### config.mk
export PLATFORM = sky130hd
export DESIGN_NAME = mac_requant
export DESIGN_NICKNAME = d
export VERILOG_FILES = /design/src/rtl/mac_requant.sv
export SDC_FILE = /design/constraint.sdc
export NUM_CORES = 1
export LEC_CHECK = 0
export ABC_CLOCK_PERIOD_IN_PS = 7350
export CAP_MARGIN = 30
export CORE_ASPECT_RATIO = 0.8
export CORE_MARGIN = 10
export CORE_UTILIZATION = 66
export DETAILED_ROUTE_END_ITERATION = 10
export DONT_BUFFER_PORTS = 1
export PLACE_DENSITY = 0.92
export REMOVE_ABC_BUFFERS = 1
export SYNTH_ARGS = -nofsm -noshare
export SYNTH_HDL_FRONTEND = slang
export SYNTH_SLANG_ARGS = --single-unit
### constraint.sdc
create_clock -name clk -period 7.35 [get_ports clk]
set_input_delay 1.47 -clock clk [delete_from_list [all_inputs] [get_ports clk]]
set_output_delay 1.47 -clock clk [all_outputs]
set_load 0.05 [all_outputs]
### src/rtl/mac_requant.sv
// Requantizer behind the MAC: bias add, rounding right shift, unsigned clamp,
// then a small output FIFO with credit-based backpressure toward the MAC.
module mac_requant #(
    parameter int ACC_WIDTH   = 22,
    parameter int OUT_WIDTH   = 8,
    parameter int SHIFT_WIDTH = 5,
    parameter int FIFO_DEPTH  = 4
) (
    input  logic                              clk,
    input  logic                              rst_mem,
    input  logic [ACC_WIDTH-1:0]              acc_in,
    input  logic                              acc_valid,
    output logic                              acc_ready,
    input  logic [ACC_WIDTH:0]                bias_in,
    input  logic [SHIFT_WIDTH-1:0]            shift_in,
    output logic [OUT_WIDTH-1:0]              out_data,
    output logic                              out_valid,
    input  logic                              out_ready,
    output logic                              sat_flag,
    input  logic                              clr_sat,
    output logic [$clog2(FIFO_DEPTH+1)-1:0]   fifo_count
);
    localparam int SUM_W = ACC_WIDTH + 2;
    localparam int EXT_W = ACC_WIDTH + 3;
    localparam int PTR_W = $clog2(FIFO_DEPTH);
    localparam int CNT_W = $clog2(FIFO_DEPTH + 1);
    localparam logic [SHIFT_WIDTH:0]       MAX_SHIFT = (SHIFT_WIDTH + 1)'(ACC_WIDTH + 1);
    localparam logic signed [EXT_W-1:0]    OUT_MAX   = EXT_W'((1 << OUT_WIDTH) - 1);

    logic                          accept;
    logic                          s1_valid_reg;
    logic signed [SUM_W-1:0]       s1_sum_reg;
    logic signed [SUM_W-1:0]       s1_sum_next;
    logic [SHIFT_WIDTH-1:0]        s1_shift_reg;
    logic                          s2_valid_reg;
    logic [OUT_WIDTH-1:0]          s2_data_reg;
    logic [OUT_WIDTH-1:0]          s2_data_next;
    logic                          s2_sat_next;
    logic signed [EXT_W-1:0]       sum_ext;
    logic signed [EXT_W-1:0]       rnd_one;
    logic signed [EXT_W-1:0]       rounded;
    logic                          sat_flag_reg;
    logic [OUT_WIDTH-1:0]          fifo_mem [FIFO_DEPTH];
    logic [PTR_W-1:0]              wr_ptr_reg;
    logic [PTR_W-1:0]              rd_ptr_reg;
    logic [CNT_W-1:0]              count_reg;
    logic [CNT_W:0]                credits_used;
    logic                          push;
    logic                          pop;

    // Credits cover everything already committed downstream, so the FIFO cannot overflow.
    assign credits_used = {1'b0, count_reg} + (CNT_W + 1)'(s1_valid_reg) + (CNT_W + 1)'(s2_valid_reg);
    assign acc_ready    = credits_used < (CNT_W + 1)'(FIFO_DEPTH);
    assign accept       = acc_valid && acc_ready;
    assign s1_sum_next  = $signed({2'b00, acc_in}) + $signed({bias_in[ACC_WIDTH], bias_in});

    always_ff @(posedge clk or posedge rst_mem) begin
        if (rst_mem) begin
            s1_valid_reg <= 1'b0;
            s1_sum_reg   <= '0;
            s1_shift_reg <= '0;
        end else begin
            s1_valid_reg <= accept;
            if (accept) begin
                s1_sum_reg   <= s1_sum_next;
                s1_shift_reg <= shift_in;
            end
        end
    end

    // Round-half-up: add half an LSB of the result before the arithmetic shift.
    always_comb begin
        sum_ext      = {s1_sum_reg[SUM_W-1], s1_sum_reg};
        rnd_one      = EXT_W'(1) << (s1_shift_reg - SHIFT_WIDTH'(1));
        rounded      = sum_ext;
        s2_data_next = '0;
        s2_sat_next  = 1'b0;
        if (s1_shift_reg == '0) begin
            rounded = sum_ext;
        end else if ({1'b0, s1_shift_reg} <= MAX_SHIFT) begin
            rounded = (sum_ext + rnd_one) >>> s1_shift_reg;
        end else begin
            rounded = '0;
        end
        if (rounded[EXT_W-1]) begin
            s2_data_next = '0;
        end else if (rounded > OUT_MAX) begin
            s2_data_next = '1;
            s2_sat_next  = 1'b1;
        end else begin
            s2_data_next = rounded[OUT_WIDTH-1:0];
        end
    end

    always_ff @(posedge clk or posedge rst_mem) begin
        if (rst_mem) begin
            s2_valid_reg <= 1'b0;
            s2_data_reg  <= '0;
            sat_flag_reg <= 1'b0;
        end else begin
            s2_valid_reg <= s1_valid_reg;
            if (s1_valid_reg) begin
                s2_data_reg <= s2_data_next;
            end
            if (s1_valid_reg && s2_sat_next) begin
                sat_flag_reg <= 1'b1;
            end else if (clr_sat) begin
                sat_flag_reg <= 1'b0;
            end
        end
    end

    assign push = s2_valid_reg;
    assign pop  = out_valid && out_ready;

    always_ff @(posedge clk) begin
        if (push) begin
            fifo_mem[wr_ptr_reg] <= s2_data_reg;
        end
    end

    always_ff @(posedge clk or posedge rst_mem) begin
        if (rst_mem) begin
            wr_ptr_reg <= '0;
            rd_ptr_reg <= '0;
            count_reg  <= '0;
        end else begin
            if (push) begin
                wr_ptr_reg <= wr_ptr_reg + PTR_W'(1);
            end
            if (pop) begin
                rd_ptr_reg <= rd_ptr_reg + PTR_W'(1);
            end
            case ({push, pop})
                2'b10:   count_reg <= count_reg + CNT_W'(1);
                2'b01:   count_reg <= count_reg - CNT_W'(1);
                default: count_reg <= count_reg;
            endcase
        end
    end

    // Head is gated by occupancy so an empty or freshly reset FIFO shows zero.
    assign out_valid  = (count_reg != '0);
    assign out_data   = out_valid ? fifo_mem[rd_ptr_reg] : '0;
    assign fifo_count = count_reg;
    assign sat_flag   = sat_flag_reg;

endmodule

==> summary.md <==
| Metric | Value |
|---|---|
| Clock Latency Late Sink | 0.35 ns |
| Number of gates resized after CTS | 0 |
| Clock edge transition at the registers on the reported setup and hold paths | 0.06 ns |
| Port Buffer Count | 0 |
| First-pass GRT wire length | 36200 microns |
| Crit-path leading delay family | compound AO/OA/AOI/OAI gates |
| Min-Delay Path Class | reg -> reg |
| Die footprint | 16150 sq um |
| DR DRC count | 0 |
| Fin crit share | 77.38% |
| Routed wire length | 22910 microns |
| Synth area leader | dfrtp_1 |
| Final worst slack | 1.663 ns |
| Place WS | 1.998 ns |
| Clk buf depth | 2 |
| Multi-input logic area | 5117 sq um |
| PwrDens | 496.8 nW/um^2 |
| Peak Freq | 0.1758 GHz |
| CP max FO | 16 |
| Max IR drop VDD | 0.2150 mV |
| Slowest stage delay, CP | 0.68 ns |
| Vias/cell | 7.312 |
| H-tree depth | 3 |
| Max_slew headroom | 36.51% |
| Post-CTS Setup Inserts | 0 |
| Final TNS setup | 0 ns |
| RSZ-0062 raised after global routing | false |
| Initial antenna violation count | 0 |
| Main synth FF type | dfrtp_1 |
| Mean Syn Cell Area | 8.582 sq um |
| Core Util, Final | 72.41% |
| Number of hold buffers added after cts | 0 |
| Pleak | 0.003321 uW |
| CTS sink cnt | 79 |
| Post-synth EDFFs | 32 |
| Worst setup SP type | register |
| CTS Buf Count | 9 |
| TritonCTS clock tree | done |
| Max-cap violations | 0 |
| DR vias | 7363 |
| Critical Path AT | 5.86 ns |
| Async SR Flop Fraction | 59.49% |
| Slowest CP cell | dfrtp_1 |
| Final Hold Fails | 0 |
| Fill cells | 728 |
| Synth area leaders | dfrtp_1 16%, edfxtp_1 13%, ha_1 8.6% |
| Largest net degree at the start of global routing | 48 |
| Diodes inserted | 0 |
| Root buffer cell | clkbuf_16 |
| Synthesized area | 7552 sq um |
| WP data required | 7.52 ns |
| CP Buf/Inv Count | 1 |
| # setup viols final | 0 |
| Critical Path, Cell by Cell | inv_1, nor2_1, nand2_1, nor2_1, ha_1, and3_1, and3_1, and2_2, a21boi_1, o311a_1, a311oi_1, nor2_2, a2111oi_4, o2111ai_2, o41ai_4, o2111ai_1 |
| Final Critical Period | 5.687 ns |
| Final Max Tran Viols | 0 |
| Worst setup EP type | register |
| Grt ovf | 0 |
| Flip-flop count of the largest register after layout | 32 |
| Starting DRC count in detailed routing | 1471 |
| Distinct cells, synth | 83 |
| Final Skew | 0.01117 ns |
| Status | finished clean |
| Antenna-violating nets left | 0 |
| Flops & latches, synth | 79 |
| Cell Rows | 34 |
| Die Width | 139.6 microns |
| Post-Syn Instances | 880 |
| Post-DR wirelength/cell | 22.75 microns |
| Yosys top cell area share | 15.57% |
| Initial Util | 68.54% |
| First-pass iteration count of the detailed router | 9 |
| Top Ports | 69 |
| Layout Cells excl Fill | 1007 |
| Die H | 115.7 microns |
| Least-Margin Pin Slew | 0.9488 ns |
| Routability cong. | 1.066 |
| Ys Warns | 0 |
| Post-synthesis sequential area ratio | 28.30% |
| Nets | 968 |
| Vias in the first global route | 6844 |
| Area Overhead vs Synth | 5.633% |
| Critical path class | reg -> reg |
| Overall Global Routing Usage | 27.26% |
| Share of cells above drive strength 1 | 8.343% |
| Floorplan Core Area | 11020 sq um |
| Placed Cells | 989 |
| Storage cell area | 2137 sq um |
| Post-DP HPWL | 16590 microns |
## worst paths after layout
kind | start | endpoint | slack [ns] | depth (start not counted)
min in group asynchronous | rst_mem | wr_ptr_reg[1] | 0.87 | 1
worst max register to register | s1_shift_reg[3] | s2_data_reg[6] | 1.66 | 16
worst min-delay path | s1_sum_reg[10] | s1_sum_reg[10] | 0.53 | 2
max in group asynchronous | rst_mem | s1_shift_reg[2] | 6.04 | 2
worst max-delay path | s1_shift_reg[3] | s2_data_reg[6] | 1.66 | 16
worst min register to register | s1_sum_reg[10] | s1_sum_reg[10] | 0.53 | 2
## cell families (layout without fill, tap and decap cells)
family | after synthesis | count (layout) | share of synthesized area [%]
muxes | 56 | 56 | 10.42
buffers and inverters | 74 | 57 | 3.943
AOI/OAI and AO/OA | 261 | 261 | 24.07
and+or+nand+nor | 315 | 315 | 19.22
xor gates and xnor gates | 40 | 40 | 4.639
adders and majority gates | 55 | 55 | 9.410
DFF | 79 | 79 | 28.30
## area by class of cell
cell class              instances  share of cell area (%)
clock inverters                 6                   1.145
inverters                      33                   1.553
multi-input cells             727                   64.15
clock buffers                  10                   2.996
repair buffers                  8                   1.114
well taps                     144                   2.258
flip-flops and latches         79                   26.79
## per-layer routing
layer	global-route usage, %	part of all wire (%)	vias up
met5	0	0	-
met4	8.860	3.2	0
met3	9.321	15	107
met2	40.89	42	653
met1	36.39	40	3357
li1	-	-	3246
## through the flow
| stage | instance area, sq um | hold slack (ns) | power [uW] |
|---|---|---|---|
| after floorplan | 7378 | 0.4482 | 2660 |
| after global routing | 7978 | 0.5351 | 4152 |
| final | 7978 | 0.5275 | 3964 |
| after detailed placement | 7624 | 0.5146 | 3286 |
| after global placement | 7596 | 0.5000 | 3188 |
| after CTS | 7954 | 0.5249 | 3822 |
## synthesized netlist by cell type (8+ instances only)
| cell type | count |
|---|---|
| nand2_1 | 98 |
| nor2_1 | 86 |
| o21ai_0 | 60 |
| ha_1 | 52 |
| a21oi_1 | 49 |
| dfrtp_1 | 47 |
| edfxtp_1 | 32 |
| inv_1 | 32 |
| mux2i_1 | 28 |
| nand3_1 | 28 |
| nor3_1 | 28 |
| clkbuf_1 | 27 |
| xor2_1 | 24 |
| a211oi_1 | 17 |
| a21o_1 | 17 |
| mux4_2 | 17 |
| and2_1 | 16 |
| xnor2_1 | 16 |
| a31oi_1 | 14 |
| o2111ai_1 | 12 |
| mux2_2 | 10 |
| nor2b_1 | 10 |
| and3_1 | 8 |
| o21a_1 | 8 |
## power breakdown
group	leakage (uW)	total [uW]	switching, uW	internal, uW
combinational	0.00230	2560	1650	910
sequential	0.000855	908	264	644
clock	0.000163	497	188	309
## placed cells by master (no fill, tap or decap), types with 7 or more instances in the layout
cell       count
and3_1         8
dfrtp_1       47
nor2_1        86
a21oi_1       49
clkbuf_16      9
inv_1         31
a211oi_1      17
a21o_1        17
o2111ai_1     12
xor2_1        24
and2_1        16
a31oi_1       14
mux2_2        10
nand3_1       28
nand2b_1       7
or3_1          7
mux2i_1       28
nor2b_1       10
nor4_1         7
o21a_1         8
o21ai_0       60
edfxtp_1      32
o22ai_1        7
xnor2_1       16
mux4_2        17
nor3_1        28
ha_1          52
nand2_1       98
## worst min-delay path: cells and delay by family (launching register included)
kind               cells  cell delay, ns
AOI/OAI and AO/OA      1            0.06
DFF                    1            0.38
and+or+nand+nor        1            0.05
(Power assumes the default switching activity.)
